$ cat src/rtl/cpu_port_tx.sv
// Nibble-wide CPU output port serialiser: FIFO-buffered writes, start/4 data/stop framing.
// Optional even-parity bit between data and stop when CPU_PORT_TX_PARITY_EN is defined.
module cpu_port_tx #(
  parameter int CLKS_PER_BIT = 4,
  parameter int FIFO_DEPTH   = 4
) (
  input  logic       clk,
  input  logic       rst,
  input  logic [3:0] port_in,
  input  logic       load,
  output logic       tx,
  output logic       busy,
  output logic       full,
  output logic       overflow
);

  localparam int PTR_W = $clog2(FIFO_DEPTH);
  localparam int CNT_W = $clog2(FIFO_DEPTH + 1);
  localparam logic [CNT_W-1:0] DEPTH_C = CNT_W'(FIFO_DEPTH);
  localparam logic [7:0]       TMAX    = 8'(CLKS_PER_BIT - 1);

  typedef enum logic [2:0] {
    IDLE   = 3'd0,
    START  = 3'd1,
    DATA   = 3'd2,
    STOP   = 3'd3
`ifdef CPU_PORT_TX_PARITY_EN
    , PARITY = 3'd4
`endif
  } state_e;

  state_e             state_q, state_d;
  logic [7:0]         timer_q, timer_d;
  logic [1:0]         bit_q, bit_d, bit_nxt;
  logic [3:0]         shift_q, shift_d;
  logic               tx_q, tx_d;
  logic [PTR_W-1:0]   wr_ptr_q, wr_ptr_d, rd_ptr_q, rd_ptr_d;
  logic [CNT_W-1:0]   count_q, count_d;
  logic               overflow_q, overflow_d;
  logic [3:0]         mem [FIFO_DEPTH];
  logic               push, pop;

  assign full     = (count_q == DEPTH_C);
  assign busy     = (state_q != IDLE) || (count_q != '0);
  assign tx       = tx_q;
  assign overflow = overflow_q;

  // Frame sequencer; tx_d anticipates the state being entered so the line flop lines up with it
  always_comb begin
    state_d = state_q;
    timer_d = timer_q;
    bit_d   = bit_q;
    bit_nxt = bit_q + 2'd1;
    shift_d = shift_q;
    tx_d    = tx_q;
    pop     = 1'b0;
    case (state_q)
      IDLE: begin
        tx_d = 1'b1;
        if (count_q != '0) begin
          pop     = 1'b1;
          shift_d = mem[rd_ptr_q];
          state_d = START;
          timer_d = TMAX;
          tx_d    = 1'b0;
        end
      end
      START: begin
        if (timer_q == 8'd0) begin
          state_d = DATA;
          bit_d   = 2'd0;
          timer_d = TMAX;
          tx_d    = shift_q[0];
        end else begin
          timer_d = timer_q - 8'd1;
        end
      end
      DATA: begin
        if (timer_q == 8'd0) begin
          timer_d = TMAX;
          if (bit_q == 2'd3) begin
`ifdef CPU_PORT_TX_PARITY_EN
            state_d = PARITY;
            tx_d    = ^shift_q;
`else
            state_d = STOP;
            tx_d    = 1'b1;
`endif
          end else begin
            bit_d = bit_nxt;
            tx_d  = shift_q[bit_nxt];
          end
        end else begin
          timer_d = timer_q - 8'd1;
        end
      end
`ifdef CPU_PORT_TX_PARITY_EN
      PARITY: begin
        if (timer_q == 8'd0) begin
          state_d = STOP;
          timer_d = TMAX;
          tx_d    = 1'b1;
        end else begin
          timer_d = timer_q - 8'd1;
        end
      end
`endif
      STOP: begin
        if (timer_q == 8'd0) begin
          state_d = IDLE;
          timer_d = TMAX;
          tx_d    = 1'b1;
        end else begin
          timer_d = timer_q - 8'd1;
        end
      end
      default: begin
        state_d = IDLE;
        tx_d    = 1'b1;
      end
    endcase
  end

  // A full FIFO still accepts a write when the head leaves on the same edge
  always_comb begin
    push       = rst && load && (!full || pop);
    overflow_d = overflow_q || (rst && load && !push);
    wr_ptr_d   = push ? wr_ptr_q + 1'b1 : wr_ptr_q;
    rd_ptr_d   = pop  ? rd_ptr_q + 1'b1 : rd_ptr_q;
    count_d    = count_q;
    if (push && !pop) begin
      count_d = count_q + CNT_W'(1);
    end else if (pop && !push) begin
      count_d = count_q - CNT_W'(1);
    end
  end

  always_ff @(posedge clk) begin
    if (!rst) begin
      state_q    <= IDLE;
      timer_q    <= 8'd0;
      bit_q      <= 2'd0;
      shift_q    <= 4'd0;
      tx_q       <= 1'b1;
      wr_ptr_q   <= '0;
      rd_ptr_q   <= '0;
      count_q    <= '0;
      overflow_q <= 1'b0;
    end else begin
      state_q    <= state_d;
      timer_q    <= timer_d;
      bit_q      <= bit_d;
      shift_q    <= shift_d;
      tx_q       <= tx_d;
      wr_ptr_q   <= wr_ptr_d;
      rd_ptr_q   <= rd_ptr_d;
      count_q    <= count_d;
      overflow_q <= overflow_d;
    end
  end

  always_ff @(posedge clk) begin
    if (push) begin
      mem[wr_ptr_q] <= port_in;
    end
  end

endmodule

$ cat config.mk
export PLATFORM = sky130hd
export DESIGN_NAME = cpu_port_tx
export DESIGN_NICKNAME = d
export VERILOG_FILES = /design/src/rtl/cpu_port_tx.sv
export SDC_FILE = /design/constraint.sdc
export NUM_CORES = 1
export LEC_CHECK = 0
export CAP_MARGIN = 0
export CORE_MARGIN = 10
export CORE_UTILIZATION = 50
export DETAILED_ROUTE_END_ITERATION = 10
export PLACE_DENSITY = 0.77
export SLEW_MARGIN = 0
export SYNTH_ARGS = -nofsm -noshare
export SYNTH_HDL_FRONTEND = slang
export SYNTH_SLANG_ARGS = --single-unit
$ cat constraint.sdc
create_clock -name clk -period 2.6 [get_ports clk]
set_input_delay 0.65 -clock clk [delete_from_list [all_inputs] [get_ports clk]]
set_output_delay 0.65 -clock clk [all_outputs]
set_load 0.01 [all_outputs]
Word-level counts from Yosys, hierarchy flattened
Memory sizes are Yosys's and may differ from the RTL's. A register that Yosys moved wholly into a read port is not among the register bits.
Cells that the tools add are included.
- bits in registers: 22
- bits in writable memories: 16
- input bits: 7
- word-level logic and storage cells: 79
- memories: 1
- $add $sub $neg: 6
- $lt $le $gt $ge: 1
- eq/ne operators: 11
- multiplexer cells: 27
- reductions and logical operators: 25
- memories (name ; depth ; bits a word ; rd ports ; clocked after Yosys merged registers in ; wr ports ; line ; source):
    mem ; 4 ; 4 ; 1 ; 1 ; 1 ; 40 ; logic [3:0] mem [FIFO_DEPTH];
- operators by type and width (operator ; count):
    2-to-1 mux 3 bit ; 7
    2-to-1 mux 8 bit ; 2
    case mux 8 bit (2 select lines) ; 1
    inequality test 2 bit (second input constant) ; 6
    case mux 3 bit (4 select lines) ; 1
    2-to-1 mux 1 bit ; 10
    zero test 8 bit ; 1
    subtractor 8 x 1 -> 8 bit (second input constant) ; 1
    adder 2 x 1 -> 2 bit (second input constant) ; 3
    == test 3 x 2 -> 1 bit (second input constant) ; 2
    2-to-1 mux 2 bit ; 3
    nonzero test 2 bit ; 3
    nonzero test 3 bit ; 2
    logical AND 1 bit ; 5
    AND reduction 5 bit ; 1
    zero test 1 bit ; 4
    case mux 1 bit (4 select lines) ; 1
    case mux 2 bit (2 select lines) ; 1
    AND reduction 2 bit ; 2
    AND reduction 4 bit ; 1
    adder 3 x 1 -> 3 bit (second input constant) ; 1
    == test 3 x 1 -> 1 bit (second input constant) ; 1
    == test 3 bit (second input constant) ; 1
    zero test 3 bit ; 1
    other kinds (7) ; 9

Depth between registers and ports, before layout
- depth after elaboration: 9
- mapped depth: 11
- mapped depth without buffers: 10

Worst setup path after synthesis
Ideal clock, no wire load.
- path type: flip-flop to flip-flop
- start: register state_q[0]
- end: register count_q[2]
- setup time: 0.076 ns
- data arrival time: 2.420 ns
- data required time: 2.524 ns
- slack: 0.104 ns
- stages on the path, launching flop included: 12
- cells stage by stage: dfxtp_1 -> inv_1 -> ha_1 -> or4b_1 -> and3_1 -> buf_6 -> ha_1 -> inv_1 -> fa_1 -> xor2_1 -> or3_1 -> a21boi_0
- longest elaborated chain between the ends: 7
- elaborated cells between the ends (all ways): 10
- RTL lines (what ; line ; source):
    from (decl) ; 32 ; state_e state_q, state_d;
    from (signal assigned) ; 150 ; state_q <= state_d;
    zero test 3 bit (*) ; 57 ; case (state_q)
    2-to-1 mux 1 bit (*) ; 57 ;
    logical OR 1 bit (*) ; 126 ; push = rst && load && (!full || pop);
    logical AND 1 bit (*) ; 126 ;
    net push ; 41 ; logic push, pop;
    zero test 1 bit ; 133 ; end else if (pop && !push) begin
    logical AND 1 bit ; 133 ;
    nonzero test 2 bit (no line) ; - ;
    to (signal assigned) ; 157 ; count_q <= count_d;
    to (decl) ; 38 ; logic [CNT_W-1:0] count_q, count_d;
Mark *: on every way through the listed nets, which the timed path passes. The rest lies on a longest branch.
A chain may end at the register's enable or synchronous reset.

Worst setup path after layout
- start: register state_q[0]
- end: register count_q[2]
- longest elaborated chain between the ends: 7
- elaborated cells between the ends (all ways): 10
- RTL lines (what ; line):
    zero test 3 bit (*) ; 57
    2-to-1 mux 1 bit (*) ; 57
    logical OR 1 bit ; 126
    logical AND 1 bit ; 126
    zero test 1 bit ; 133
    logical AND 1 bit ; 133
    nonzero test 2 bit (no line) ; -
Every way passes the cells marked *; elsewhere a longest branch is shown, timed or not.

==> results.txt <==
----------------------------------------------------
[Critical path]
  CP bufs+invs ... 2
  Worst r2r src ... state_q[0]
  Timing startpoint of the critical path ... state_q[0]
  Cells along the critical path ... inv_1 -> ha_1 -> or4b_4 -> and3_4 -> ha_1 -> inv_1 -> fa_1 -> xor2_1 -> or3_1 -> a21boi_1
  CP Data Required Time ... around 2800 ps
  Cell family contributing the most delay on the critical path ... simple AND/OR/NAND/NOR gates
  Worst path slowest cell ... sky130_fd_sc_hd__or4b_4
  Type of the setup path with the least slack ... flop to flop
  Startpoint types ... flop
  Stage delay of the slowest cell on the critical path ... approximately 500 ps
  Worst-path maximum fanout ... 5
  Type of destination of the critical path ... flop
  WP data arrival ... about 2700 ps

[STA]
  Largest clock skew in the final design ... 7.036 ps
  Final hold viol count ... 0
  F_max ... between 400 and 500 MHz
  Worst relative slew slack ... 0.5817
  Hold Worst Slack ... 475.8 ps
  Aggregate negative setup slack ... 0 ps
  Final worst slack ... about 160 ps
  Unrepaired setup endpoints after global routing ... false
  Final worst path period share ... 0.9370
  Slew at the pin closest to its max-slew limit ... approximately 630 ps
  Min cycle time layout ... 2436 ps
  Final number of max-transition violations ... 0
  Final-report setup violation count ... 0

[Yosys]
  Count leader, synth ... sky130_fd_sc_hd__dfxtp_1
  Synthesized net count ... 200
  Gate count after technology mapping ... 179
  Top cells by count, synth ... 25 x sky130_fd_sc_hd__dfxtp_1, 16 x sky130_fd_sc_hd__edfxtp_1, 13 x sky130_fd_sc_hd__ha_1
  Mux cell area share after synthesis ... 0.09413
  Share of async-settable or async-resettable flops after synthesis ... 0
  Synth Cell Area ... about 0.002 mm2
  Share of the yosys chip area belonging to registers ... 0.4792
  Number of enable flip-flop cells after synthesis ... 16
  Yosys warnings ... 0
  Main combinational cell family by area after synthesis ... simple AND/OR/NAND/NOR gates
  Area fraction in compound gates after synthesis ... 0.07518
  Number of different library cells in the post-synthesis netlist ... 39
  Post-synthesis sequential element count ... 41
  Synth area leaders ... sky130_fd_sc_hd__dfxtp_1 24%, sky130_fd_sc_hd__edfxtp_1 23%, sky130_fd_sc_hd__ha_1 7.9%
  Adder and majority gate portion of the synthesized area ... 0.08924
  Most instantiated flip-flop cell in the synthesis netlist ... sky130_fd_sc_hd__dfxtp_1
  Area share of the largest cell type after synthesis ... 0.2445
  Post-synthesis average cell area ... 11.44 um2
  XOR/XNOR share of the synthesized area ... 0.04707
  Simple-gate portion of the synthesized area ... 0.1742
  Cell type contributing the most total cell area after synthesis ... sky130_fd_sc_hd__dfxtp_1

[Global route]
  Vias in the first global route ... 1404
  Tot GR Track Use ... 0.1086
  Number of antenna violations at the first check in global routing ... 0
  Congestion Overflow GR ... 0
  Largest net degree at the start of global routing ... 25
  Global-route wire length before repair ... around 6400 um

[Pwr]
  Leakage power summed over all cells ... 0.0009572 uW
  P per Cell Area ... around 1100 mW/mm2
  Largest voltage drop on the vdd net ... approximately 0.57 mV
  Power Total ... 2506 uW

[Route]
  Initial detailed-routing violation count ... 42
  Routed vias/inst ... about 5.4
  DR vias ... 1324
  Number of search-and-repair iterations in the first detailed-routing pass ... 4
  Final wirelength ... between 3000 and 4000 um
  Final antenna-violating net count ... 0
  DRC errors left ... 0
  Average routed wire per standard cell ... 15.02 um

[Status]
  Status ... complete, no violations

[Cells and area]
  Number of nets in the layout ... roughly 220
  Share of layout cells above drive strength 1 ... 0.1523
  Synthesis-to-layout area growth ... 15.77%
  Antenna diode count ... 0
  Count of fill cells added during filler insertion ... 320

[Placement]
  Count of input and output buffers ... 10
  Half-perimeter wire length of the detailed placement result ... between 2000 and 3000 um
  Dpl ws ... -91.02 ps
  Final weighted congestion of routability-driven global placement ... about 0.80

[Clock network]
  Post-cts hold buffer count ... 0
  Buffer depth of the longest clock path ... 2
  CTS Root Cell ... sky130_fd_sc_hd__clkbuf_8
  Clock edge transition at the registers on the reported setup and hold paths ... 80 ps
  Clock sink count ... between 40 and 50
  CTS Buf Count ... 5
  Clock tree from TritonCTS ... built
  Clock latency of the later-clocked register in the worst-skew pair ... roughly 290 ps
  Htree depth ... 2

[Floorplan]
  Die Y-Extent ... 83.99 um
  Total Die Area ... 0.007053 mm2
  Top-level I/O count ... 11
  Standard cell core area ... about 0.0040 mm2
  Cell Rows ... 23
  Starting density of the core ... 0.5154
  Die span in x ... around 84 um

[Worst hold path]
  Hold wc startpoint ... overflow
  Worst min path class ... flop to flop

[Job]
  Max-capacitance violation count ... 0

----------------------------------------------------
cell families after synthesis:
| kind of cell | after synthesis |
|---|---|
| compound gates | 22 |
| buf+inv | 18 |
| simple gates | 60 |
| mux | 13 |
| flops | 41 |
| fa+ha+maj | 14 |
| xor+xnor | 11 |
sequential cells by signal, summed over array words and instances, names as in the netlist:
| name | cells |
|---|---|
| bit_q | 2 |
| count_q | 3 |
| mem | 16 |
| overflow | 1 |
| rd_ptr_q | 2 |
| shift_q | 4 |
| state_q | 2 |
| timer_q | 8 |
| tx | 1 |
| wr_ptr_q | 2 |
path summary, 6_finish.rpt:
kind | endpoint | slack [ps] | cells after the start
min reg2reg | overflow | 480 | 1
max | count_q[2] | 160 | 10
max reg2reg | count_q[2] | 160 | 10
min | overflow | 480 | 1
routing by layer:
layer | global-route usage | wire (um) | vias to the layer above
met2 | 0.1875 | 1859 | 19
met3 | 0.04004 | 165 | 5
met4 | 0.04262 | 45 | 0
met1 | 0.1170 | 1638 | 632
li1 | - | - | 668
met5 | 0 | 0 | -
area by class of cell:
cell class                 count  area [um2]  area share
clock buffer                   5       68.82     0.02904
clock inverter                 3       68.82     0.02904
inverter                      11       41.29     0.01742
multi-input combinational    120       991.0      0.4182
sequential                    41       985.9      0.4161
tap                           50       62.56     0.02640
timing repair buffer          17       151.4     0.06389
per-stage QoR:
step	cell area, um2	cells	utilization
final	2370	247	0.5967
after global routing	2370	247	0.5967
after floorplan	2047	179	-
after detailed placement	2220	239	0.5589
after CTS	2356	247	0.5933
after global placement	2220	239	0.5589
worst reg2reg max path: stages (launching register included):
cell	delay, ps
sky130_fd_sc_hd__dfxtp_4	380
sky130_fd_sc_hd__inv_1	70
sky130_fd_sc_hd__ha_1	230
sky130_fd_sc_hd__or4b_4	500
sky130_fd_sc_hd__and3_4	200
sky130_fd_sc_hd__ha_1	210
sky130_fd_sc_hd__inv_1	70
sky130_fd_sc_hd__fa_1	170
sky130_fd_sc_hd__xor2_1	80
sky130_fd_sc_hd__or3_1	310
sky130_fd_sc_hd__a21boi_1	140
where the power goes:
part	switching [uW]	internal, uW
Clock	228	386
Combinational	494	473
Sequential	129	795
what timing repair did:
action                                  CTS  global route
endpoints found under the setup margin    1             1
buffers inserted                          0             0
resized for setup                         1             6
cells in the final DEF (no fill, tap or decap), drive strengths merged, types with 2 or more instances in the layout:
| cell type | n |
|---|---|
| dfxtp | 25 |
| edfxtp | 16 |
| ha | 13 |
| inv | 12 |
| nor2b | 11 |
| nor2 | 11 |
| and2 | 10 |
| clkdlybuf4s50 | 9 |
| xor2 | 8 |
| mux2i | 8 |
| nand2 | 7 |
| buf | 7 |
| mux4 | 5 |
| clkbuf | 5 |
| o21ai | 5 |
| a31oi | 4 |
| nor3 | 3 |
| a21oi | 3 |
| nand3 | 3 |
| nand4 | 3 |
| xnor2 | 3 |
| and3 | 3 |
| nor3b | 2 |
| o211a | 2 |
| a32oi | 2 |
| o211ai | 2 |
| bufinv | 2 |
| or4b | 2 |
No activity file was read; power rests on OpenSTA's default activity.
